--- src/rtl/alu_cmd_sequencer.sv ---
// alu_cmd_sequencer: 4-state command controller driving an external ALU over a small register file; define SEQ_CARRY_EN to chain carries through flag_c.
module alu_cmd_sequencer #(
    parameter int DATA_W     = 16,
    parameter int REG_ADDR_W = 2
) (
    input  logic                  i_clk,
    input  logic                  i_rst,
    input  logic                  i_cmd_valid,
    output logic                  o_cmd_ready,
    input  logic [2:0]            i_cmd_opc,
    input  logic [REG_ADDR_W-1:0] i_cmd_rd,
    input  logic [REG_ADDR_W-1:0] i_cmd_rs,
    input  logic                  i_ld_en,
    input  logic [REG_ADDR_W-1:0] i_ld_addr,
    input  logic [DATA_W-1:0]     i_ld_data,
    input  logic [REG_ADDR_W-1:0] i_rdbk_addr,
    output logic [DATA_W-1:0]     o_rdbk_data,
    output logic [DATA_W-1:0]     o_alu_inA,
    output logic [DATA_W-1:0]     o_alu_inB,
    output logic                  o_alu_inC,
    output logic [2:0]            o_alu_opc,
    input  logic [DATA_W-1:0]     i_alu_outW,
    input  logic                  i_alu_zer,
    input  logic                  i_alu_neg,
    output logic                  o_busy,
    output logic                  o_done,
    output logic                  o_err,
    output logic                  o_flag_z,
    output logic                  o_flag_n,
    output logic                  o_flag_c
);
    localparam logic [1:0] S_IDLE = 2'd0;
    localparam logic [1:0] S_READ = 2'd1;
    localparam logic [1:0] S_EXEC = 2'd2;
    localparam logic [1:0] S_WB   = 2'd3;
    localparam logic [2:0] OPC_ADD = 3'b010;
    localparam logic [2:0] OPC_ILL = 3'b111;
    logic [1:0]            r_state;
    logic [DATA_W-1:0]     r_regs [2**REG_ADDR_W];
    logic [2:0]            r_opc;
    logic [REG_ADDR_W-1:0] r_rd;
    logic [REG_ADDR_W-1:0] r_rs;
    logic [DATA_W-1:0]     r_op_a;
    logic [DATA_W-1:0]     r_op_b;
    logic [DATA_W-1:0]     r_res;
    logic                  r_z;
    logic                  r_n;
    logic                  r_flag_z;
    logic                  r_flag_n;
    logic                  r_done;
    logic                  r_err;
    logic                  w_exec;
    logic                  w_accept;
    logic                  w_legal;
    assign w_exec      = r_state == S_EXEC;
    assign w_accept    = i_cmd_valid && o_cmd_ready;
    assign w_legal     = r_opc != OPC_ILL;
    assign o_cmd_ready = r_state == S_IDLE;
    assign o_busy      = !o_cmd_ready;
    assign o_done      = r_done;
    assign o_err       = r_err;
    assign o_flag_z    = r_flag_z;
    assign o_flag_n    = r_flag_n;
    assign o_rdbk_data = r_regs[i_rdbk_addr];
    assign o_alu_inA   = w_exec ? r_op_a : '0;
    assign o_alu_inB   = w_exec ? r_op_b : '0;
    assign o_alu_opc   = w_exec ? r_opc : OPC_ILL;
`ifdef SEQ_CARRY_EN
    logic              r_c;
    logic              r_flag_c;
    logic [DATA_W:0]   w_sum;
    assign o_alu_inC = w_exec && r_opc == OPC_ADD && r_flag_c;
    assign w_sum     = {1'b0, r_op_a} + {1'b0, r_op_b} + {{DATA_W{1'b0}}, o_alu_inC};
    assign o_flag_c  = r_flag_c;
    // carry is recomputed locally because the ALU exposes no carry-out
    always_ff @(posedge i_clk) begin
        if (i_rst) begin
            r_c      <= 1'b0;
            r_flag_c <= 1'b0;
        end else begin
            if (w_exec) r_c <= w_sum[DATA_W];
            if (r_state == S_WB && r_opc == OPC_ADD) r_flag_c <= r_c;
        end
    end
`else
    assign o_alu_inC = 1'b0;
    assign o_flag_c  = 1'b0;
`endif
    always_ff @(posedge i_clk) begin
        if (i_rst) begin
            r_state  <= S_IDLE;
            for (int i = 0; i < 2**REG_ADDR_W; i++) r_regs[i] <= '0;
            r_opc    <= '0;
            r_rd     <= '0;
            r_rs     <= '0;
            r_op_a   <= '0;
            r_op_b   <= '0;
            r_res    <= '0;
            r_z      <= 1'b0;
            r_n      <= 1'b0;
            r_flag_z <= 1'b0;
            r_flag_n <= 1'b0;
            r_done   <= 1'b0;
            r_err    <= 1'b0;
        end else begin
            r_done <= 1'b0;
            r_err  <= 1'b0;
            case (r_state)
                S_IDLE: begin
                    if (i_ld_en) r_regs[i_ld_addr] <= i_ld_data;
                    if (w_accept) begin
                        r_opc   <= i_cmd_opc;
                        r_rd    <= i_cmd_rd;
                        r_rs    <= i_cmd_rs;
                        r_state <= S_READ;
                    end
                end
                S_READ: begin
                    r_op_a  <= r_regs[r_rd];
                    r_op_b  <= r_regs[r_rs];
                    r_state <= S_EXEC;
                end
                S_EXEC: begin
                    r_res   <= i_alu_outW;
                    r_z     <= i_alu_zer;
                    r_n     <= i_alu_neg;
                    r_state <= S_WB;
                end
                default: begin
                    if (w_legal) begin
                        r_regs[r_rd] <= r_res;
                        r_flag_z     <= r_z;
                        r_flag_n     <= r_n;
                    end
                    r_done  <= 1'b1;
                    r_err   <= !w_legal;
                    r_state <= S_IDLE;
                end
            endcase
        end
    end
endmodule

--- config.mk ---
export PLATFORM = sky130hd
export DESIGN_NAME = alu_cmd_sequencer
export DESIGN_NICKNAME = d
export VERILOG_FILES = /design/src/rtl/alu_cmd_sequencer.sv
export SDC_FILE = /design/constraint.sdc
export NUM_CORES = 1
export LEC_CHECK = 0
export CORE_MARGIN = 5
export CORE_UTILIZATION = 55
export DETAILED_ROUTE_END_ITERATION = 7
export PLACE_DENSITY_LB_ADDON = 0.12
export REMOVE_ABC_BUFFERS = 1
export SLEW_MARGIN = 25
export SYNTH_ARGS = -nofsm -noshare
export SYNTH_HDL_FRONTEND = slang
export SYNTH_SLANG_ARGS = --single-unit
--- constraint.sdc ---
create_clock -name i_clk -period 2.55 [get_ports i_clk]
set_clock_uncertainty 0.05 [all_clocks]
set_input_delay 0.6375 -clock i_clk [delete_from_list [all_inputs] [get_ports i_clk]]
set_output_delay 0.6375 -clock i_clk [all_outputs]
set_load 0.02 [all_outputs]
==> metrics.txt <==
status=finished, final reports clean; Worst VDD drop=between 0.0004 and 0.0005 V; total track usage=0.286; Die X-Extent=124 um; Final ANT Viol Nets=0; kind of critical path=input pin to output port; Worst setup EP type=output port; CTS tree=done; GPL Wtd Cong=0.869; cell area after synthesis=0.00712 mm2; RSZ-0062 raised after global routing=false; synth warn=0; first-pass GRT wire length=32,000 um; Clock Latency Late Sink=0.42 ns; cells on worst reg2reg path=6; Post-synth EDFFs=64; cell total after placement=824; core area=0.0127 mm2; via count=around 5,600; synthesis-stage register bit count=127; DRC errors left=0; Final Hold Fails=0; Die Y=124 um; clock sinks=127; Worst EP required=1.86 ns; Total Wirelength=20,700 um; P_int=~4.3 mW; die area=0.0153 mm2; postcts setup bufs=0; Net Sw Frac=0.274; Tightest Pin Transition=0.679 ns; DP HPWL=13,500 um; number of diodes=0; Comb pwr share=0.215; ratio of final minimum period to clock period=0.986; initial antenna violation count=0; max-cap viol count=0; overall power=5.86 mW; Yosys top cell area share=0.270; Post-Layout Cell Count=857; Reg power frac=0.420; FFs w/ async S/R, synth=0; Final Net Count=727; Setup crit start kind=input pin; sw power=1.60 mW; arrival time worst endpoint=1.83 ns; synthesized instance count=573; H-tree depth=4; area grow syn2layout=25.1%; post-synth top area cell=edfxtp_1; share of cells above drive strength 1=0.258; setup_tns=0 ns; Fmax=398 MHz; register area share after synthesis=0.447; GRT overflow=0; Vias/cell=~6.5; Initial Util=0.562; power density over the cells=~660 mW/mm2; clock buffer count from CTS=17; first drt pass iteration count=5; cell row count=41; hold depth=2; top_reg_cell synth=edfxtp_1; Final Max Tran Viols=0; PortBufs=about 110; final setup fails=0; Worst Hold Class=flip-flop to flip-flop; Root Driver=clkbuf_16; top cells by area, synth=edfxtp_1 (27%), dfxtp_1 (18%), mux4_2 (15%); count leader, synth=edfxtp_1; maximum fanout along the worst path=8; Synth top cells by count=edfxtp_1 (64), dfxtp_1 (63), nor2_1 (52); DRT iter0 DRCs=roughly 600; relative slew slack=0.547; largest net degree at the start of global routing=61; Ports=108; Tmin final=2.51 ns; detailed-route wire length per cell=24.1 um; fin util=0.703; syn avg cell area=roughly 12 um2; Pleak=about 3.3 nW; clock buffer depth=2; vias in the first global route=5,602; Clock Pin Slew Worst Setup and Hold Paths=0.05 ns; hold buffers post-CTS=0; Netlist cell types=36; Clock Power Share=0.365
## state kept, by name, summed over array words and instances, names as in the netlist, 2 cells and up
register / count
r_op_a: 16
r_opc: 3
r_rd: 2
r_state: 2
r_op_b: 16
r_res: 16
r_regs: 64
r_rs: 2
## worst paths after layout
kind | from | to | slack (ns)
max reg2reg | r_state[0] | r_regs[2][6] | 0.37
min reg2reg | r_n | o_flag_n | 0.42
max | i_rdbk_addr[0] | o_rdbk_data[8] | 0.04
min | r_n | o_flag_n | 0.42
## placed cells by master (no fill, tap or decap), types with 3 or more instances in the layout
cell and instances:
edfxtp_1 64, dfxtp_1 63, nor2_1 52, mux2i_1 50, clkdlybuf4s50_1 49, mux4_2 48
dlygate4sd2_1 41, nor4b_1 39, a31o_2 33, buf_4 33, and2_1 32, a31o_1 31
and3_1 17, clkbuf_16 17, nand3_1 11, a21oi_1 11, nand2_1 9, nor4b_2 9
clkdlybuf4s15_2 8, clkbuf_1 7, inv_1 5, nand2b_1 5, clkbuf_8 4, buf_12 4
o21ai_0 3, buf_2 3, buf_6 3
## metal layers
layer  vias up  track usage  wire, um
met2       349        0.464     10000
li1       2428            -         -
met1      2759        0.377      8140
met3        52       0.0613      1910
met4         0        0.114       607
met5         -            0         0
## final cells by class
class | instances | area [um2]
clock buffer | 28 | 507
clock inverter | 2 | 8.76
fill | 933 | 3760
inverter | 6 | 23.8
multi-input combinational | 375 | 3570
sequential | 127 | 3180
tap | 172 | 215
timing repair buffer | 147 | 1400
## worst max-delay path, cell delays in order
cell and delay (ns):
clkbuf_4 0.17, buf_12 0.18, mux4_2 0.54, clkdlybuf4s15_1 0.30
## kinds of logic after synthesis
| group | count (synthesis) | synth area share |
|---|---|---|
| other | 1 | 0.000527 |
| buffers and inverters | 72 | 0.0553 |
| multiplexers | 98 | 0.222 |
| adder cells (fa/ha/maj) | 4 | 0.00703 |
| flip-flops | 127 | 0.447 |
| AND/OR/NAND/NOR | 186 | 0.172 |
| AO/OA/AOI/OAI | 85 | 0.0963 |
## timing repair
action,in CTS,in global routing
gates resized for setup,87,6
gates cloned,3,0
setup endpoints to repair,53,34
## metrics by stage
step | hold slack, ns | worst slack, ns | instance area (um2)
final | 0.424 | 0.0365 | 8910
after global routing | 0.451 | 0.000351 | 8910
after CTS | 0.424 | -0.0248 | 8890
after detailed placement | 0.423 | -0.603 | 8370
after global placement | 0.405 | -0.597 | 8370
after floorplan | 0.387 | -1.38 | 6750
## power groups by stage
stage	registers, mW	clock network, mW	logic (mW)
2_1_floorplan	2.47	0	0.710
3_3_place_gp	2.48	0	1.21
3_5_place_dp	2.49	0	1.24
4_1_cts	2.45	2.15	1.25
5_1_grt	2.48	2.25	1.34
6_report	2.46	2.14	1.26
Power figures use the tool's default switching activity.
